<file path="config.mk">
export PLATFORM = sky130hd
export DESIGN_NAME = axi4s_uart_tx_arbiter
export DESIGN_NICKNAME = d
export VERILOG_FILES = /design/src/rtl/axi4s_uart_pkg.sv /design/src/rtl/axi4s_uart_rr_arbiter.sv /design/src/rtl/axi4s_uart_tx_arbiter.sv
export SDC_FILE = /design/constraint.sdc
export NUM_CORES = 1
export LEC_CHECK = 0
export CAP_MARGIN = 20
export CORE_UTILIZATION = 30
export DETAILED_ROUTE_END_ITERATION = 12
export GPL_ROUTABILITY_DRIVEN = 0
export PLACE_DENSITY = 0.77
export SLEW_MARGIN = 20
export SYNTH_ARGS = -nofsm -noshare
export SYNTH_HDL_FRONTEND = slang
export SYNTH_SLANG_ARGS = --single-unit
</file>
<file path="constraint.sdc">
create_clock -name aclk -period 1.75 [get_ports aclk]
set_clock_uncertainty 0.2 [all_clocks]
set_input_delay 0.175 -clock aclk [delete_from_list [all_inputs] [get_ports aclk]]
set_output_delay 0.175 -clock aclk [all_outputs]
set_load 0.01 [all_outputs]
</file>
<file path="src/rtl/axi4s_uart_pkg.sv">
// rtl/axi4s_uart_pkg.sv - shared types, constants and round-robin search for the UART TX arbiter
package axi4s_uart_pkg;

    localparam int BYTE_W  = 8;
    localparam int MAX_SRC = 8;

    typedef enum logic [1:0] {
        IDLE = 2'd0,
        HDR  = 2'd1,
        DATA = 2'd2
    } state_t;

    // Returns {valid, index}: first set bit of req searching from last+1 with wrap modulo n.
    function automatic logic [3:0] next_grant(input logic [MAX_SRC-1:0] req, input int n, input int last);
        logic [3:0] res;
        logic [2:0] idx3;
        int         idx;
        res = 4'd0;
        // Walk the rotation backwards so the nearest candidate is the one left standing.
        for (int k = MAX_SRC; k >= 1; k--) begin
            if (k <= n) begin
                idx  = (last + k) % n;
                idx3 = idx[2:0];
                if (req[idx3]) begin
                    res = {1'b1, idx3};
                end
            end
        end
        return res;
    endfunction

endpackage

</file>
<file path="src/rtl/axi4s_uart_rr_arbiter.sv">
// rtl/axi4s_uart_rr_arbiter.sv - combinational round-robin pick from a request vector and the last grant
module axi4s_uart_rr_arbiter
    import axi4s_uart_pkg::*;
#(
    parameter int NUM_SRC = 2,
    parameter int IDX_W   = $clog2(NUM_SRC)
) (
    input  logic [NUM_SRC-1:0] req,
    input  logic [IDX_W-1:0]   last,
    output logic [IDX_W-1:0]   gnt_idx,
    output logic               gnt_valid
);

    logic [MAX_SRC-1:0] req_ext;
    logic [3:0]         res;

    always_comb begin
        req_ext              = '0;
        req_ext[NUM_SRC-1:0] = req;
        res                  = next_grant(req_ext, NUM_SRC, int'(last));
        gnt_valid            = res[3];
        gnt_idx              = IDX_W'(res[2:0]);
    end

endmodule

</file>
<file path="src/rtl/axi4s_uart_tx_arbiter.sv">
// rtl/axi4s_uart_tx_arbiter.sv - packet round-robin arbiter onto one UART byte stream; AXI4S_UART_ARB_ID_EN adds an ID prefix byte
module axi4s_uart_tx_arbiter
    import axi4s_uart_pkg::*;
#(
    parameter int         NUM_SRC     = 2,
    parameter logic [7:0] SRC_ID_BASE = 8'hF0,
    localparam int        IDX_W       = $clog2(NUM_SRC)
) (
    input  logic                      aclk,
    input  logic                      aresetn,
    input  logic [NUM_SRC-1:0]        s_tvalid,
    output logic [NUM_SRC-1:0]        s_tready,
    input  logic [NUM_SRC*BYTE_W-1:0] s_tdata,
    input  logic [NUM_SRC-1:0]        s_tlast,
    output logic                      tx_byte_tvalid,
    input  logic                      tx_byte_tready,
    output logic [BYTE_W-1:0]         tx_byte_tdata,
    output logic                      tx_byte_tkeep,
    output logic [IDX_W-1:0]          grant_idx,
    output logic                      busy
);

    state_t            state, state_nxt;
    logic [IDX_W-1:0]  arb_idx;
    logic              arb_valid;
    logic              slot_free;
    logic              beat_acc;
    logic              cur_valid;
    logic              cur_last;
    logic [BYTE_W-1:0] cur_data;

    axi4s_uart_rr_arbiter #(
        .NUM_SRC (NUM_SRC),
        .IDX_W   (IDX_W)
    ) u_rr (
        .req       (s_tvalid),
        .last      (grant_idx),
        .gnt_idx   (arb_idx),
        .gnt_valid (arb_valid)
    );

    assign tx_byte_tkeep = 1'b1;
    assign slot_free     = !tx_byte_tvalid || tx_byte_tready;

    always_comb begin
        cur_valid = 1'b0;
        cur_last  = 1'b0;
        cur_data  = '0;
        for (int i = 0; i < NUM_SRC; i++) begin
            if (grant_idx == IDX_W'(i)) begin
                cur_valid = s_tvalid[i];
                cur_last  = s_tlast[i];
                cur_data  = s_tdata[i*BYTE_W +: BYTE_W];
            end
        end
    end

    assign beat_acc = (state == DATA) && cur_valid && slot_free;

    always_ff @(posedge aclk) begin
        if (!aresetn) begin
            state <= IDLE;
        end else begin
            state <= state_nxt;
        end
    end

    always_comb begin
        state_nxt = state;
        case (state)
            IDLE: begin
                if (arb_valid) begin
`ifdef AXI4S_UART_ARB_ID_EN
                    state_nxt = HDR;
`else
                    state_nxt = DATA;
`endif
                end
            end
            HDR: begin
                if (slot_free) begin
                    state_nxt = DATA;
                end
            end
            DATA: begin
                if (beat_acc && cur_last) begin
                    state_nxt = IDLE;
                end
            end
            default: state_nxt = IDLE;
        endcase
    end

    // Ready is gated by reset so no source beat is consumed on the edge that discards the slot.
    always_comb begin
        busy     = (state != IDLE);
        s_tready = '0;
        if (state == DATA && aresetn) begin
            s_tready[grant_idx] = slot_free;
        end
    end

    always_ff @(posedge aclk) begin
        if (!aresetn) begin
            tx_byte_tvalid <= 1'b0;
            tx_byte_tdata  <= '0;
            grant_idx      <= IDX_W'(NUM_SRC - 1);
        end else begin
            if (state == IDLE && arb_valid) begin
                grant_idx <= arb_idx;
            end
            if (slot_free) begin
                if (state == HDR) begin
                    tx_byte_tvalid <= 1'b1;
                    tx_byte_tdata  <= SRC_ID_BASE + 8'(grant_idx);
                end else if (beat_acc) begin
                    tx_byte_tvalid <= 1'b1;
                    tx_byte_tdata  <= cur_data;
                end else begin
                    tx_byte_tvalid <= 1'b0;
                end
            end
        end
    end

endmodule

</file>
==> summary.txt <==
CTS
  • CTS tree: yes
  • Root Buffer: clkbuf_4
  • Post-CTS Setup Bufs: 0
  • CTS Buffer Depth: 2
  • Hold_buf cts: 0
  • Sink Count: 11
  • Clock Latency Late Sink: 0.26 ns
  • H-tree levels: 1
  • Cts bufs inserted: 3
  • Worst-path clk slew: 0.07 ns

Drt
  • Total Routed Length: 1.377 mm
  • Vias: 575
  • WL/cell: 10.76 µm
  • Post-route DRC violation count: 0
  • Final ANT Viol Nets: 0
  • TritonRoute pass-1 iters: 4
  • DR iter-0 viols: 4
  • Vias per inst: 4.492

Finish
  • Number of diodes: 0
  • Layout cells sized above 1: 0.1845
  • Fin area: 997.2 µm²
  • Area Growth Syn to Fin: 68.14%
  • Most frequent cells in the layout: clkdlybuf4s50_1, nand2_1, mux2i_1, dfxtp_1, mux2_2
  • Post-layout util: 0.5593
  • Most common cell after layout, fill and taps aside: clkdlybuf4s50_1
  • Multi-input gate area: 335.3 µm²
  • # nets final: 127
  • Fill cells: 158
  • Register area: 222.7 µm²

STA
  • Setup violators final: 0
  • RSZ-0062 raised after global routing: false
  • Slew Limit Fails: 0
  • Fin crit share: 0.9331
  • Count of final hold-check violations: 0
  • Fin crit period: 1.633 ns
  • Max Freq: 0.6124 GHz
  • Min Hold Slack: 0.2634 ns

Synth
  • Syn_nets: 88
  • Synth Warn #: 0
  • Yosys reg bits: 11
  • Yosys top cell by area: dfxtp_1
  • Yosys top cell area share: 0.3713
  • Seq/Total Area, Yosys: 0.3713
  • Yosys cell types: 19
  • Mapped Cells: 65
  • Avg Cell Area, Syn: 9.124 µm²
  • Mapped Area: 593.1 µm²
  • Top post-synthesis cells by area: dfxtp_1, mux2i_1, mux2_2

Place
  • I/O Buffers: 35
  • Post-DP Area: 970.9 µm²
  • HPWL after DPL: 1.033 mm

Status
  • Status: completed

Critical path
  • CP endpoint kind: output pin
  • Cell Chain, Critical Path: clkdlybuf4s50_1
  • RR Startpoint: grant_idx
  • Crit-path max FO: 8
  • Critical path class: reg2out
  • Family with the most delay on the worst path: buffers and inverters
  • Worst EP required: 1.37 ns
  • Bufs and invs on worst path: 1
  • Worst r2r path cells: 3
  • Largest stage delay, worst path: 0.57 ns
  • Startpoint Class: flop
  • End of the worst register-to-register path: tx_byte_tdata[7]
  • R2R Setup Slk: 0.26 ns
  • CP arrival: 1.26 ns
  • Slowest-stage cell, CP: clkdlybuf4s50_1

Global route
  • Vias in the first global route: 512
  • First-pass GRT wire length: 2.159 mm
  • Antenna violations before repair: 0
  • Total GRT Usage: 0.1477
  • Remaining global-route overflow: 0
  • Largest net degree at the start of global routing: 20

Die
  • I/O pin cnt: 37
  • Die X: 46.46 µm
  • Floorplan core area: 1783 µm²
  • Die area: 2159 µm²
  • Site row count: 15
  • Chip height: 46.46 µm
  • Starting Density: 0.3326

Hold path
  • Worst Min Path Start: tx_byte_tdata[0]
  • Hold Path End: tx_byte_tdata[0]
  • WHS Path Cells: 2
  • Worst Hold Class: reg2reg

Power
  • Power per standard cell area: 644.8 nW/µm²
  • Maximum VDD drop: 0.0003320 V
  • Static leakage: 0.0004456 µW
  • Tot Pwr: 643.0 µW

Job
  • Max cap viols: 0
==> kinds of logic after synthesis <==
| family | Yosys count | synth area share |
|---|---|---|
| AOI/OAI and AO/OA | 4 | 0.05065 |
| buffers and inverters | 6 | 0.06328 |
| DFF | 11 | 0.3713 |
| muxes | 18 | 0.3291 |
| other | 1 | 0.006323 |
| and+or+nand+nor | 25 | 0.1793 |
==> synthesized netlist by cell type, drive strengths merged <==
library cell,n
o21a,1
clkbuf,2
nand2b,1
inv,1
buf,3
a21boi,1
conb,1
mux2i,9
dfxtp,11
nor2,2
nand3,2
o22ai,1
o31a,1
mux2,9
nand2,19
nor2b,1
==> through the flow <==
step | worst slack (ns) | TNS [ns] | std cells
floorplan | 0.3175 | 0 | 65
global placement | -0.07763 | -0.1544 | 124
detailed placement | -0.1325 | -0.2309 | 124
CTS | 0.1068 | 0 | 128
global route | 0.05447 | 0 | 128
finish | 0.1171 | 0 | 128
==> registers in the layout, indices dropped and copies added, names as in the netlist <==
signal and cells:
state 1, grant_idx 1, tx_byte_tvalid 1, tx_byte_tdata 8
==> layer usage <==
| layer | share of wire | global-route usage | vias to the layer above |
|---|---|---|---|
| met1 | 0.47 | 0.1667 | 252 |
| met2 | 0.44 | 0.2361 | 26 |
| met4 | 0.0058 | 0.08824 | 0 |
| met5 | 0 | 0 | - |
| met3 | 0.090 | 0.05098 | 2 |
| li1 | - | - | 295 |
==> final cells by class <==
type                    instances  share of cell area
repair buffers                 39              0.3789
multi-input cells              48              0.3363
flip-flops and latches         11              0.2233
well taps                      25             0.03137
clock buffers                   4             0.02635
inverters                       1            0.003764
==> repair_timing <==
| item | CTS | global route |
|---|---|---|
| gates resized for setup | 4 | 0 |
| endpoints found under the hold margin | 0 | 0 |
| endpoints found under the setup margin | 3 | 0 |
==> worst max path at each step <==
| stage | from | cells past startpoint | slack, ns | endpoint |
|---|---|---|---|---|
| 6_report | grant_idx | 1 | 0.12 | grant_idx |
| 5_1_grt | grant_idx | 1 | 0.05 | grant_idx |
| 4_1_cts | grant_idx | 1 | 0.11 | grant_idx |
| 3_5_place_dp | tx_byte_tready | 5 | -0.13 | s_tready[1] |
| 3_3_place_gp | tx_byte_tready | 5 | -0.08 | s_tready[0] |
| 2_1_floorplan | grant_idx | 4 | 0.32 | tx_byte_tdata[0] |
==> where the power goes <==
part | internal [µW] | total (µW) | switching [µW]
Clock | 88.0 | 171 | 83.3
Sequential | 269 | 285 | 15.8
Combinational | 123 | 187 | 64.1
No activity file was read; power rests on OpenSTA's default activity.
==> edit: new RTL, same settings <==
Add a define of `AXI4S_UART_ARB_ID_EN`.
--- a/src/rtl/axi4s_uart_tx_arbiter.sv
+++ b/src/rtl/axi4s_uart_tx_arbiter.sv
@@ -1,4 +1,6 @@
 // rtl/axi4s_uart_tx_arbiter.sv - packet round-robin arbiter onto one UART byte stream; AXI4S_UART_ARB_ID_EN adds an ID prefix byte
+`define AXI4S_UART_ARB_ID_EN
+
 module axi4s_uart_tx_arbiter
     import axi4s_uart_pkg::*;
 #(
Formal check against the unedited RTL: not equivalent (a bounded check fails within 4 cycles, from zero or initial values and one cycle with aresetn low).
==> edit against the original RTL <==
  * Cell area is 12% higher
  * Critical endpoint is now s_tready[1]
  * Largest power group is now combinational logic
  * Setup slack worse by 51 ps
  * First-iteration DRC count rose by 130%
  * Power increased by 35%
  * Sequential cell count rose by 1
  * Register-to-register slack about the same
  * Synthesized area increased by 8.2%
  * Die area up 7.9%
  * Wire length rose by 26%
==> edit: results <==
[setup_path]
cp_top_family = simple AND/OR/NAND/NOR gates
rr_worst_depth = 5
worstSetupEndpoint = s_tready[1]
max_stage_delay_ps = 370
cp.arrival_ps = 1310
reg2reg_from = state[0]
cpMaxStageDelayCell = dfxtp_2
cp_max_fo = 5

[placed_design]
dp_cells = 134
preCtsSetupSlack_ps = -161
placed_cell_area_um2 = 1090
dpl.hpwl_um = 1370

[detailed_routing]
num_vias = 681
dr_wl_met3_um = 115
wl_per_cell_um = 12.6
viasPerCell = 4.97
drt_pass1_iterations = 3
wl_met2_um = 844

[global_routing]
use_met2 = 0.299
grt_max_degree = 11
grtUsageTotal = 0.173
grt_first_pass_wirelength_um = 2780

[yosys]
synth.top_cells.by_count = 12 x dfxtp_1, 6 x nand2_1, 4 x mux2_2
ys_top_cells_by_area = dfxtp_1 37%, mux2_2 7.0%, o221a_1 5.3%, mux2i_1 4.7%, o32ai_1 4.1%
synth.distinct_cells = 30
muxShareOfSynthArea = 0.140

[outcome]
status = complete, no violations

[pwr]
leakage_uw = 0.000451
vdd_drop_max_v = 0.000486
p_sw_uw = 256

[finish]
nNetsFinal = 135
drive_above_1_share = 0.255

[sta]
finalCritPeriodShare = 0.962
holdWs_ps = 271

[min_path]
whs_endpoint = tx_byte_tdata[1]
edit: changes by cell type in the layout (fill, tap and decap cells not counted), sizes merged, moves of 3 or more:
cell	before	now
nand2	19	7
buf	4	11
mux2i	9	3
mux2	9	5
o221a	0	4
a21oi	0	3
o32ai	0	3
edit: power by group through the flow:
| stage | clock [uW] | combinational, uW | sequential (uW) |
|---|---|---|---|
| after floorplan | 0 | 166 | 355 |
| after global placement | 0 | 358 | 343 |
| after detailed placement | 0 | 365 | 345 |
| after CTS | 176 | 363 | 340 |
| after global routing | 186 | 395 | 346 |
| final | 166 | 361 | 341 |
edit: kinds of logic (layout without fill, tap and decap cells):
logic type | after synthesis | in the layout
AND/OR/NAND/NOR | 21 | 21
multiplexers | 8 | 8
other | 1 | 1
flip-flops | 12 | 12
AO/OA/AOI/OAI | 16 | 16
buffers and inverters | 7 | 52
edit: final cells by class:
type,instances,area (um^2)
clock buffer,3,22.5
fill,180,863
inverter,3,11.3
multi-input combinational,46,365
sequential,12,243
tap,27,33.8
timing repair buffer,46,443
